**config.mk**
```make
export PLATFORM = sky130hd
export DESIGN_NAME = rcs_div8_ctrl_flat
export DESIGN_NICKNAME = d
export VERILOG_FILES = /design/src/rtl/rcs_div8_ctrl_if.sv /design/src/rtl/rcs_div8_ctrl.sv /design/src/flat_wrapper.sv
export SDC_FILE = /design/constraint.sdc
export NUM_CORES = 1
export LEC_CHECK = 0
export BUFFER_PORTS_ARGS = -buffer_cell sky130_fd_sc_hd__buf_2
export CAP_MARGIN = 20
export CORE_ASPECT_RATIO = 1.5
export CORE_MARGIN = 4
export CORE_UTILIZATION = 50
export CTS_CLUSTER_SIZE = 25
export DETAILED_ROUTE_END_ITERATION = 16
export HOLD_SLACK_MARGIN = 0.1
export PLACE_DENSITY_LB_ADDON = 0.1
export REMOVE_ABC_BUFFERS = 1
export SLEW_MARGIN = 30
export SYNTH_ARGS = -nofsm -noshare
export SYNTH_HDL_FRONTEND = slang
export SYNTH_HIERARCHICAL = 1
export SYNTH_SLANG_ARGS = --single-unit
```
**constraint.sdc**
```tcl
create_clock -name clk -period 7.6 [get_ports clk]
set_input_delay 0.76 -clock clk [delete_from_list [all_inputs] [get_ports clk]]
set_output_delay 0.76 -clock clk [all_outputs]
set_load 0.01 [all_outputs]
```
**src/rtl/rcs_div8_ctrl_if.sv**
```systemverilog
// Handshake and data bundle between a requester (master) and the divider (slave).
interface rcs_div8_ctrl_if #(
    parameter int WIDTH = 8
);
    logic             start;
    logic [WIDTH-1:0] dividend;
    logic [WIDTH-1:0] divisor;
    logic             busy;
    logic             done;
    logic [WIDTH-1:0] quotient;
    logic [WIDTH-1:0] remainder;
    logic             dbz;

    modport master (
        output start, dividend, divisor,
        input  busy, done, quotient, remainder, dbz
    );

    modport slave (
        input  start, dividend, divisor,
        output busy, done, quotient, remainder, dbz
    );
endinterface

```
**src/rtl/rcs_div8_ctrl.sv**
```systemverilog
// 8-bit restoring divider: one quotient bit per clock through a shared ripple-carry subtractor.
// state  | meaning
// S_IDLE | waiting for start; operands latched on accept
// S_CALC | eight shift/subtract iterations, cnt counts 0..7
// S_FIN  | publish quotient/remainder/dbz, pulse done
module rcs_8bit (
    input  logic [7:0] a,
    input  logic [7:0] b,
    input  logic       carry_start,
    output logic [7:0] sum,
    output logic       carry
);
    // a - b computed as a + ~b + carry_start; carry=1 means no borrow
    always_comb begin
        logic c;
        sum = '0;
        c   = carry_start;
        for (int i = 0; i < 8; i++) begin
            sum[i] = a[i] ^ ~b[i] ^ c;
            c      = (a[i] & ~b[i]) | (c & (a[i] ^ ~b[i]));
        end
        carry = c;
    end
endmodule

module rcs_div8_ctrl #(
    parameter int WIDTH = 8
) (
    input  logic                  clk,
    input  logic                  rst_n,
    rcs_div8_ctrl_if.slave        bus
);
    typedef enum logic [1:0] {S_IDLE, S_CALC, S_FIN} state_t;

    state_t           r_state;
    logic [WIDTH-1:0] r_rem;
    logic [WIDTH-1:0] r_q;
    logic [WIDTH-1:0] r_d;
    logic [3:0]       r_cnt;
    logic             r_dbz_pend;
    logic             r_busy;
    logic             r_done;
    logic [WIDTH-1:0] r_quotient;
    logic [WIDTH-1:0] r_remainder;
    logic             r_dbz;

    logic [WIDTH-1:0] w_s;
    logic [WIDTH-1:0] w_diff;
    logic             w_carry;
    logic             w_qb;

    assign w_s  = {r_rem[WIDTH-2:0], r_q[WIDTH-1]};
    // a bit shifted out of R means the true value is >= 256 > D, so subtract regardless
    assign w_qb = r_rem[WIDTH-1] | w_carry;

    rcs_8bit u_sub (
        .a           (w_s),
        .b           (r_d),
        .carry_start (1'b1),
        .sum         (w_diff),
        .carry       (w_carry)
    );

    always_ff @(posedge clk or negedge rst_n) begin
        if (!rst_n) begin
            r_state     <= S_IDLE;
            r_rem       <= '0;
            r_q         <= '0;
            r_d         <= '0;
            r_cnt       <= '0;
            r_dbz_pend  <= 1'b0;
            r_busy      <= 1'b0;
            r_done      <= 1'b0;
            r_quotient  <= '0;
            r_remainder <= '0;
            r_dbz       <= 1'b0;
        end else begin
            case (r_state)
                S_IDLE: begin
                    r_done <= 1'b0;
                    if (bus.start) begin
                        r_busy <= 1'b1;
                        if (bus.divisor != '0) begin
                            r_rem      <= '0;
                            r_q        <= bus.dividend;
                            r_d        <= bus.divisor;
                            r_cnt      <= '0;
                            r_dbz_pend <= 1'b0;
                            r_state    <= S_CALC;
                        end else begin
                            r_rem      <= bus.dividend;
                            r_q        <= '1;
                            r_dbz_pend <= 1'b1;
                            r_state    <= S_FIN;
                        end
                    end
                end
                S_CALC: begin
                    r_rem <= w_qb ? w_diff : w_s;
                    r_q   <= {r_q[WIDTH-2:0], w_qb};
                    r_cnt <= r_cnt + 4'd1;
                    if (r_cnt == 4'd7) begin
                        r_state <= S_FIN;
                    end
                end
                S_FIN: begin
                    r_quotient  <= r_q;
                    r_remainder <= r_rem;
                    r_dbz       <= r_dbz_pend;
                    r_done      <= 1'b1;
                    r_busy      <= 1'b0;
                    r_state     <= S_IDLE;
                end
                default: begin
                    r_state <= S_IDLE;
                end
            endcase
        end
    end

    assign bus.busy      = r_busy;
    assign bus.done      = r_done;
    assign bus.quotient  = r_quotient;
    assign bus.remainder = r_remainder;
    assign bus.dbz       = r_dbz;
endmodule

```
**src/flat_wrapper.sv**
```systemverilog
// flat-port wrapper written by rule: the top's interface ports become plain ports
module rcs_div8_ctrl_flat 
#(
    parameter int WIDTH = 8
)
  (clk, rst_n, bus_start, bus_dividend, bus_divisor, bus_busy, bus_done, bus_quotient, bus_remainder, bus_dbz);
  rcs_div8_ctrl_if #(.WIDTH(WIDTH)) bus_i ();
  input  logic clk;
  input  logic rst_n;
  input wire logic [$bits(bus_i.start)-1:0] bus_start;
  input wire logic [$bits(bus_i.dividend)-1:0] bus_dividend;
  input wire logic [$bits(bus_i.divisor)-1:0] bus_divisor;
  output wire logic [$bits(bus_i.busy)-1:0] bus_busy;
  output wire logic [$bits(bus_i.done)-1:0] bus_done;
  output wire logic [$bits(bus_i.quotient)-1:0] bus_quotient;
  output wire logic [$bits(bus_i.remainder)-1:0] bus_remainder;
  output wire logic [$bits(bus_i.dbz)-1:0] bus_dbz;
  assign bus_i.start = bus_start;
  assign bus_i.dividend = bus_dividend;
  assign bus_i.divisor = bus_divisor;
  assign bus_busy = bus_i.busy;
  assign bus_done = bus_i.done;
  assign bus_quotient = bus_i.quotient;
  assign bus_remainder = bus_i.remainder;
  assign bus_dbz = bus_i.dbz;
  rcs_div8_ctrl #(.WIDTH(WIDTH)) u_core (.clk(clk), .rst_n(rst_n), .bus(bus_i));
endmodule
```
==> results_dict.tcl <==
set metrics [dict create \
    fin_util_pct 57.9 \
    cp_num_buf_inv 3 \
    crit_type "reg2reg" \
    syn_to_final_growth_pct 11.5 \
    grt_pass1_wl_um 8650 \
    cp_max_fo 17 \
    dieHeight_um 95.2 \
    port_buffers 37 \
    slew_headroom_pct 42.4 \
    status "finished clean" \
    crit_chain "inv_1 > fa_1 > inv_1 > fa_1 > fa_1 > fa_1 > fa_1 > fa_1 > fa_1 > inv_1 > fa_1 > or3b_2 > a21oi_1 > a221o_1" \
    cts_resized 0 \
    cts_made_buffers 5 \
    max_clock_freq_mhz 238 \
    fin_crit_sh_pct 55.2 \
    cp-end-kind "flip-flop" \
    synth_seq_cells 50 \
    detailed_place_hpwl_um 3720 \
    finalWeightedCongestion 0.773 \
    drc 0 \
    slew_violations 0 \
    clockRootBuffer "clkbuf_8" \
    p_leak_nw 1.34 \
    h-tree-depth 2 \
    cts_tree "built" \
    fin_setup_tns_ps 0 \
    p_per_area_nw_per_um2 394 \
    fin_nets 280 \
    clock_latency_ps 300 \
    cts_buffer_depth 2 \
    hold_viol 0 \
    drtIter0Drc 82 \
    pre_cts_ws_ps 3440 \
    power_mw 1.11 \
    cp.required_ps 7780 \
    power_switching_mw 0.425 \
    rsz0062_at_grt "no" \
    row_count 31 \
    power.internal_mw 0.689 \
    syn_inst 220 \
    vias 1802 \
    cp_slowest_stage_delay_ps 450 \
    clkPwrFrac_pct 13.3 \
    cap_viol_max_count 0 \
    finalSetupViolCount 0 \
    first_pass_iters 5 \
    start_util_pct 51.9 \
    wirelength_um 5050 \
    overflow 0 \
    worst_path_max_delay_cell "fa_1" \
    async_flop_share_pct 100 \
    pwr-share-comb_pct 43.5 \
    ctsHoldBuffers 0 \
    yosys_warnings 6 \
    synth-edff-count 0 \
    via_per_inst 5.67 \
    core_um2 4890 \
    cts_sinks 50 \
    pin_count 38 \
    synthesis.area_um2 2540 \
    drive_gt1_share_pct 33.7 \
    clk_pin_slew_worst_paths_ps 90 \
    holdCritPathClass "in2async" \
    grt_pass1_vias 1779 \
    vdd_drop_max_v 0.000233 \
    dieArea_um2 6300 \
    synth_top_area_share_pct 49.3 \
    swShare_pct 38.2 \
    ys.flop_type "dfrtp_1" \
    cts_setup_buffers 0 \
    period_minus_slack_ps 4200 \
    layout_setup_ws_ps 3400 \
    wl_per_cell_um 15.9 \
    grt_antenna_before_repair 0 \
    chipWidth_um 66.2 \
    synth.avg_cell_area_um2 11.5 \
    seqPwrFrac_pct 43.2 \
    grt_start_max_net_pins 51 \
    crit_path_frequent_cell "fa_1" \
    ys_top_cells_by_area "dfrtp_1 (49%), mux2_2 (11%), fa_1 (6.3%)" \
    critPathLaunchType "flip-flop" \
    grt_usage_pct 18.0 \
    worstMarginPinSlew_ps 864 \
    ys_seq_area_share_pct 49.3 \
    critPathArrivalTime_ps 4380 \
    synth_top_area_cell "dfrtp_1" \
    antenna_left 0 \
    insertedDiodeCount 0 \
    crit_family "adder cells" \
    synth.distinct_cells 36 \
    finClkSkew_ps 10.4 \
]
-- synthesized netlist by cell type (2+ instances only) --
library cell,n
nand2_1,12
a221o_1,8
inv_1,17
buf_2,4
buf_6,2
a22o_1,9
fa_1,8
nor2_1,9
clkbuf_1,7
or3b_2,8
dfrtp_1,50
a21oi_1,18
o21ai_0,16
mux2_2,25
a31oi_1,3
nor4_2,2
nand2b_1,3
-- layout by cell type, fill, tap and decap left out, types with 9 or more instances in the layout --
cell,netlist,final
a21oi_1,18,18
nand2_1,12,12
o21ai_0,16,16
mux2_2,25,25
nor2_1,9,9
inv_1,17,17
a22o_1,9,9
dfrtp_1,50,50
buf_2,4,36
-- cell families (layout without fill, tap and decap cells) --
group                      Yosys count  count (layout)  share of synthesized area, %
AOI/OAI and AO/OA                   63              63                          16.9
adders and majority gates            9               9                          6.81
buffers and inverters               30              62                          5.23
DFF                                 50              50                          49.3
muxes                               26              26                          11.5
other                                1               1                         0.148
and+or+nand+nor                     41              41                          10.1
-- stage by stage --
| stage | hold WS, ps | cells | area [um2] |
|---|---|---|---|
| finish | 455 | 318 | 2830 |
| global route | 506 | 318 | 2830 |
| CTS | 485 | 318 | 2830 |
| detailed placement | 463 | 311 | 2750 |
| global placement | 456 | 311 | 2740 |
| floorplan | 443 | 207 | 2470 |
-- registers in the layout (all words and copies together), names as in the netlist --
register              count
u_core/bus.dbz            1
u_core/bus.remainder      8
u_core/r_dbz_pend         1
u_core/bus.quotient       8
u_core/r_d                8
u_core/r_cnt              4
u_core/r_state            2
u_core/r_q                8
u_core/bus.done           1
u_core/r_rem              8
u_core/bus.busy           1
-- power by group through the flow --
stage / Combinational, mW / Sequential (mW) / Clock (mW)
floorplan: 0.347 / 0.478 / 0
global placement: 0.481 / 0.486 / 0
detailed placement: 0.487 / 0.488 / 0
CTS: 0.490 / 0.482 / 0.155
global route: 0.556 / 0.500 / 0.167
finish: 0.485 / 0.481 / 0.148
-- final cells by class --
cell class                 instances  area [um2]
clock buffer                       5        68.8
sequential                        50        1250
timing repair buffer              38         195
clock inverter                     2        15.0
fill                             450        2060
multi-input combinational        140        1150
inverter                          17        63.8
tap                               66        82.6
-- final timing paths --
kind                       depth (start not counted)       startpoint                endpoint  slack (ps)
max                                               14    u_core/r_d[0]         u_core/r_rem[0]        3400
min                                                1            rst_n  u_core/bus.quotient[5]         450
max reg2reg                                       14    u_core/r_d[0]         u_core/r_rem[0]        3400
min reg2reg                                        2  u_core/bus.busy         u_core/bus.busy         480
max in group asynchronous                          1            rst_n           u_core/r_q[7]        6710
min in group clk                                   2  u_core/bus.busy         u_core/bus.busy         480
-- metal layers --
layer	track usage [%]	vias to the layer above	part of all wire (%)
met5	0	-	0
met4	7.46	0	2.8
met3	3.07	13	3.7
met2	30.7	43	51
met1	22.4	898	42
li1	-	848	-
Note: power is estimated with default switching activity, not from simulation.
